**config.mk**
```make
export PLATFORM = sky130hd
export DESIGN_NAME = branch_pc_unit_flat
export DESIGN_NICKNAME = d
export VERILOG_FILES = /design/src/rtl/branch_pc_if.sv /design/src/rtl/branch_pc_unit.sv /design/src/flat_wrapper.sv
export SDC_FILE = /design/constraint.sdc
export NUM_CORES = 1
export LEC_CHECK = 0
export CAP_MARGIN = 20
export CORE_MARGIN = 2
export CORE_UTILIZATION = 43
export CTS_CLUSTER_SIZE = 12
export DETAILED_ROUTE_END_ITERATION = 10
export PLACE_DENSITY = 0.83
export SYNTH_ARGS = -nofsm -noshare
export SYNTH_HDL_FRONTEND = slang
export SYNTH_SLANG_ARGS = --single-unit
```
**constraint.sdc**
```tcl
create_clock -name clk -period 10 [get_ports clk]
set_input_delay 1 -clock clk [delete_from_list [all_inputs] [get_ports clk]]
set_output_delay 1 -clock clk [all_outputs]
set_load 0.01 [all_outputs]
```
**src/rtl/branch_pc_if.sv**
```systemverilog
// Interface: branch_pc_if
// Groups the decode-side control/operand inputs and the PC-stage outputs of
// branch_pc_unit.
//   master : drives pc_en, branch, zero, jump, branch_offset, jump_index;
//            observes pc, pc_plus4, branch_target, redirect, misaligned
//   slave  : the PC unit side (mirror of master)
interface branch_pc_if;
    logic        pc_en;
    logic        branch;
    logic        zero;
    logic        jump;
    logic [31:0] branch_offset;
    logic [25:0] jump_index;
    logic [31:0] pc;
    logic [31:0] pc_plus4;
    logic [31:0] branch_target;
    logic        redirect;
    logic        misaligned;

    modport master (
        output pc_en, branch, zero, jump, branch_offset, jump_index,
        input  pc, pc_plus4, branch_target, redirect, misaligned
    );

    modport slave (
        input  pc_en, branch, zero, jump, branch_offset, jump_index,
        output pc, pc_plus4, branch_target, redirect, misaligned
    );
endinterface

```
**src/rtl/branch_pc_unit.sv**
```systemverilog
// Module: branch_pc_unit
// Program-counter stage. Holds the PC register, computes pc+4, branch target
// (pc+4 + pre-shifted offset) and jump target, and selects the next PC each
// cycle. A redirect requested while stalled is parked and applied on the
// first cycle the PC may advance again, so it is never lost.
// Ports:
//   clk    : rising-edge clock
//   rst_n  : asynchronous active-low reset
//   bus    : branch_pc_if.slave
//            in  pc_en, branch, zero, jump, branch_offset[31:0], jump_index[25:0]
//            out pc[31:0] (registered), pc_plus4, branch_target (combinational),
//                redirect, misaligned (registered one-cycle pulses)
// Configuration macro: PC_ALIGN_CHECK_EN
//   defined   : a target with [1:0]!=0 loads TRAP_VECTOR and pulses misaligned
//   undefined : target[1:0] is cleared before loading, misaligned tied 0
module branch_pc_unit #(
    parameter logic [31:0] RESET_PC    = 32'h0000_0000,
    parameter logic [31:0] TRAP_VECTOR = 32'h0000_0080
) (
    input  logic       clk,
    input  logic       rst_n,
    branch_pc_if.slave bus
);

    typedef enum logic [1:0] {BOOT, RUN, PEND} state_t;

    state_t      state, state_nxt;
    logic [31:0] pc_q, pc_nxt;
    logic [31:0] pend_q, pend_nxt;
    logic        redirect_q, misaligned_q;

    logic [31:0] pc_plus4, branch_target, jump_target, sel_target;
    logic [31:0] load_src, load_pc;
    logic        req, load, advance, load_mis;

    // Datapath: all adds wrap modulo 2^32.
    assign pc_plus4      = pc_q + 32'd4;
    assign branch_target = pc_plus4 + bus.branch_offset;
    assign jump_target   = {pc_plus4[31:28], bus.jump_index, 2'b00};
    assign req           = bus.jump | (bus.branch & bus.zero);
    // Jump wins over a simultaneously taken branch.
    assign sel_target    = bus.jump ? jump_target : branch_target;

    // Alignment handling of whichever target is being loaded (live or parked).
    always_comb begin
`ifdef PC_ALIGN_CHECK_EN
        load_mis = (load_src[1:0] != 2'b00);
        load_pc  = load_mis ? TRAP_VECTOR : load_src;
`else
        load_mis = 1'b0;
        load_pc  = {load_src[31:2], 2'b00};
`endif
    end

    // Next-state / load-select logic.
    always_comb begin
        state_nxt = state;
        pend_nxt  = pend_q;
        load      = 1'b0;
        advance   = 1'b0;
        load_src  = sel_target;
        case (state)
            BOOT: state_nxt = RUN;
            RUN: begin
                if (bus.pc_en) begin
                    load    = req;
                    advance = ~req;
                end else if (req) begin
                    pend_nxt  = sel_target;
                    state_nxt = PEND;
                end
            end
            PEND: begin
                // Later requests are ignored; the first parked target wins.
                load_src = pend_q;
                if (bus.pc_en) begin
                    load      = 1'b1;
                    state_nxt = RUN;
                end
            end
            default: state_nxt = BOOT;
        endcase
    end

    assign pc_nxt = load ? load_pc : (advance ? pc_plus4 : pc_q);

    always_ff @(posedge clk or negedge rst_n) begin
        if (!rst_n) begin
            state        <= BOOT;
            pc_q         <= RESET_PC;
            pend_q       <= 32'h0;
            redirect_q   <= 1'b0;
            misaligned_q <= 1'b0;
        end else begin
            state        <= state_nxt;
            pc_q         <= pc_nxt;
            pend_q       <= pend_nxt;
            redirect_q   <= load;
            misaligned_q <= load & load_mis;
        end
    end

    assign bus.pc            = pc_q;
    assign bus.pc_plus4      = pc_plus4;
    assign bus.branch_target = branch_target;
    assign bus.redirect      = redirect_q;
    assign bus.misaligned    = misaligned_q;

endmodule

```
**src/flat_wrapper.sv**
```systemverilog
// flat-port wrapper written by rule: the top's interface ports become plain ports
module branch_pc_unit_flat 
#(
    parameter logic [31:0] RESET_PC    = 32'h0000_0000,
    parameter logic [31:0] TRAP_VECTOR = 32'h0000_0080
)
  (clk, rst_n, bus_pc_en, bus_branch, bus_zero, bus_jump, bus_branch_offset, bus_jump_index, bus_pc, bus_pc_plus4, bus_branch_target, bus_redirect, bus_misaligned);
  branch_pc_if bus_i ();
  input  logic clk;
  input  logic rst_n;
  input wire logic [$bits(bus_i.pc_en)-1:0] bus_pc_en;
  input wire logic [$bits(bus_i.branch)-1:0] bus_branch;
  input wire logic [$bits(bus_i.zero)-1:0] bus_zero;
  input wire logic [$bits(bus_i.jump)-1:0] bus_jump;
  input wire logic [$bits(bus_i.branch_offset)-1:0] bus_branch_offset;
  input wire logic [$bits(bus_i.jump_index)-1:0] bus_jump_index;
  output wire logic [$bits(bus_i.pc)-1:0] bus_pc;
  output wire logic [$bits(bus_i.pc_plus4)-1:0] bus_pc_plus4;
  output wire logic [$bits(bus_i.branch_target)-1:0] bus_branch_target;
  output wire logic [$bits(bus_i.redirect)-1:0] bus_redirect;
  output wire logic [$bits(bus_i.misaligned)-1:0] bus_misaligned;
  assign bus_i.pc_en = bus_pc_en;
  assign bus_i.branch = bus_branch;
  assign bus_i.zero = bus_zero;
  assign bus_i.jump = bus_jump;
  assign bus_i.branch_offset = bus_branch_offset;
  assign bus_i.jump_index = bus_jump_index;
  assign bus_pc = bus_i.pc;
  assign bus_pc_plus4 = bus_i.pc_plus4;
  assign bus_branch_target = bus_i.branch_target;
  assign bus_redirect = bus_i.redirect;
  assign bus_misaligned = bus_i.misaligned;
  branch_pc_unit #(.RESET_PC(RESET_PC), .TRAP_VECTOR(TRAP_VECTOR)) u_core (.clk(clk), .rst_n(rst_n), .bus(bus_i));
endmodule
```
==> out/metrics.cfg <==
[run_status]
status = finished clean

[global_route]
first_global_vias = 5645
grt_max_degree = 64
overflow = 0
grt_pass1_wl_um = 28800
grt_antenna_before_repair = 0
grt_usage_pct = 25.4

[layout]
syn_to_final_growth_pct = 32.7
layout.nets = 965
final_cells = 1041
final_cell_area_um2 = 7670
drive_gt1_share_pct = 5.09
fillCellCount = 1163
seq_area_um2 = 1580
multi_input_area_um2 = 3950
n_antenna_cell = 0

[clock_tree]
h-tree-depth = 3
post_cts_resized = 0
clockBufferDepth = 2
postCtsSetupBuffers = 0
tritoncts = yes
root_buffer = clkbuf_16
path_clk_slew_ns = 0.05
clk_latency_ns = 0.33
cts.sinks = 63
cts_buffers = 9
ctsHoldBuffers = 0

[synth]
netlist_area_um2 = 5780
syn_area_per_cell_um2 = 7.91
async_reset_ff_share_pct = 100
ys_seq_area_share_pct = 27.3
synth_ff_type = dfrtp_1
ys.warnings.count = 0
netlist_instances = 730
synth_edf_count = 0
synth_seq_cells = 63
synth_cell_types = 67

[placement]
place_hpwl_um = 14200
dp.cells = 1027
port_buffers = 152
place_congestion = 0.955
dpl_cell_area_um2 = 7400

[die]
core_um2 = 13200
die_w_um = 120
rows = 42
ios = 162
initial_core_util_pct = 43.8
die-area_um2 = 14400
die_h_um = 120

[sta]
post-route-min-period_ns = 5.82
skew_ns = 0.00507
max_slew_margin_pct = 43.0
hold_viol = 0
maxSlewViolCount = 0
setup-tns-final_ns = 0
tightest_slew_ns = 0.852
rsz0062_at_grt = no
setup_viol = 0
layout_worst_path_cycle_share_pct = 58.2
clock.fmax_ghz = 0.172

[worst_setup_path]
endpoint_kind = output pin
required_ns = 9.00
cp.arrival_ns = 4.82
r2r-end = u_core.bus.pc[30]
worstPathMaxFanout = 6
startpoint = u_core.bus.pc[2]
r2r_slack_ns = 5.70
r2r-start = u_core.bus.pc[2]
crit_path_start_kind = flop
critPathKind = reg -> out
r2r_cells = 13

[routing]
wl_per_cell_um = 17.9
drc = 0
dr.pass1.iters = 5
drt_iter0_drc = 635
vias = 6036
drt_wl_total_um = 18600
antenna_left = 0
vias_per_cell = 5.80

[min_path]
worst_hold_path.num_cells = 2
min_to = u_core.pend_q[5]
worstHoldStart = u_core.pend_q[5]
hold_class = reg -> reg

[pwr]
irDropWorstVdd_uv = 107
power.density_nw_per_um2 = 370
leakagePower_nw = 3.31
p_total_mw = 2.84

[run]
maxCapViolations = 0

-- routing by layer --
metal | track usage [%] | vias to the layer above | routed length (µm) | part of all wire [%]
met1 | 35.7 | 2873 | 8290 | 44
met5 | 0 | - | 0 | 0
li1 | - | 2853 | - | -
met4 | 9.12 | 0 | 448 | 2.4
met2 | 39.7 | 276 | 8520 | 46
met3 | 3.56 | 34 | 1390 | 7.5
-- how the worst max path moves through the flow --
stage | endpoint | slack, ns | cells past startpoint
after floorplan | bus_branch_target[30] | 5.46 | 12
after global placement | bus_branch_target[31] | 4.75 | 14
after detailed placement | bus_branch_target[31] | 4.60 | 15
after CTS | bus_branch_target[31] | 4.22 | 15
after global routing | bus_branch_target[31] | 3.93 | 15
final | bus_branch_target[31] | 4.18 | 15
-- synthesized netlist by cell type (4+ instances only) --
cell	number	area, µm²
a211o_1	4	35.0
a211oi_1	7	52.6
a21o_1	20	150
a21oi_1	53	265
a31oi_1	11	68.8
a41oi_1	4	35.0
and2_1	9	56.3
and3_1	11	68.8
buf_2	4	20.0
buf_4	7	52.6
clkbuf_1	31	116
dfrtp_1	63	1580
ha_1	39	488
inv_1	19	71.3
mux2i_1	17	170
nand2_1	111	417
nand3_1	23	115
nand4_1	16	100
nor2_1	58	218
nor3_1	12	60.1
o211ai_1	8	60.1
o21a_1	5	37.5
o21ai_0	34	170
o21ai_1	7	35.0
o21bai_1	4	30.0
o22ai_1	4	25.0
or2_2	5	31.3
or3_1	16	100
xnor2_1	41	359
xor2_1	34	298
-- where the power goes --
part           internal [mW]  switching [mW]
sequential             0.379           0.150
combinational          0.958            1.06
clock                  0.178           0.109
total                   1.51            1.32
-- layout make-up --
type,count,area share [%]
Clock buffer,13,3.39
Clock inverter,1,0.0653
Inverter,20,0.979
Multi-Input combinational cell,608,51.6
Sequential cell,63,20.6
Tap cell,176,2.87
Timing Repair Buffer,160,20.6
-- registers in the layout (all words and copies together) (netlist names) --
signal               cells
u_core.bus.pc           30
u_core.bus.redirect      1
u_core.pend_q           30
u_core.state             2
-- critical path, cell delays in order, from the launching register on --
cell,delay (ns)
dfrtp_1,0.45
ha_1,0.26
nand3_2,0.19
nor4_4,0.44
nand2_1,0.18
nor2_1,0.15
xor2_1,0.39
ha_1,0.34
a21oi_1,0.18
nor2_1,0.07
nor3_1,0.18
a41oi_2,0.22
a311o_1,0.39
o211ai_1,0.29
xnor2_1,0.19
clkdlybuf4s50_1,0.56
-- cell families after synthesis --
group	share of synthesized area, %
buffers and inverters	4.63
XOR/XNOR	11.4
AO/OA/AOI/OAI	22.0
multiplexers	3.53
flip-flops	27.3
other	0.0649
AND/OR/NAND/NOR	22.6
adder cells (fa/ha/maj)	8.45
-- stage by stage --
stage          setup slack (ns)  hold slack [ns]  utilization (%)
6_report                   4.18            0.471             58.1
4_1_cts                    4.22            0.475             58.1
3_3_place_gp               4.75            0.456             56.1
5_1_grt                    3.93            0.504             58.1
2_1_floorplan              5.46            0.444                -
3_5_place_dp               4.60            0.462             56.1
-- layout by cell type (no fill, tap or decap), drive strengths merged, types with 12 or more instances in the layout --
cell type	n
ha	39
xor2	34
clkbuf	13
a21oi	55
a31oi	13
dfrtp	63
nand3	24
nor2	58
inv	19
mux2i	17
and3	12
nand4	16
nand2	111
or3	16
xnor2	41
clkdlybuf4s50	151
nor3	13
o21ai	42
a21o	20
(Power assumes the default switching activity.)
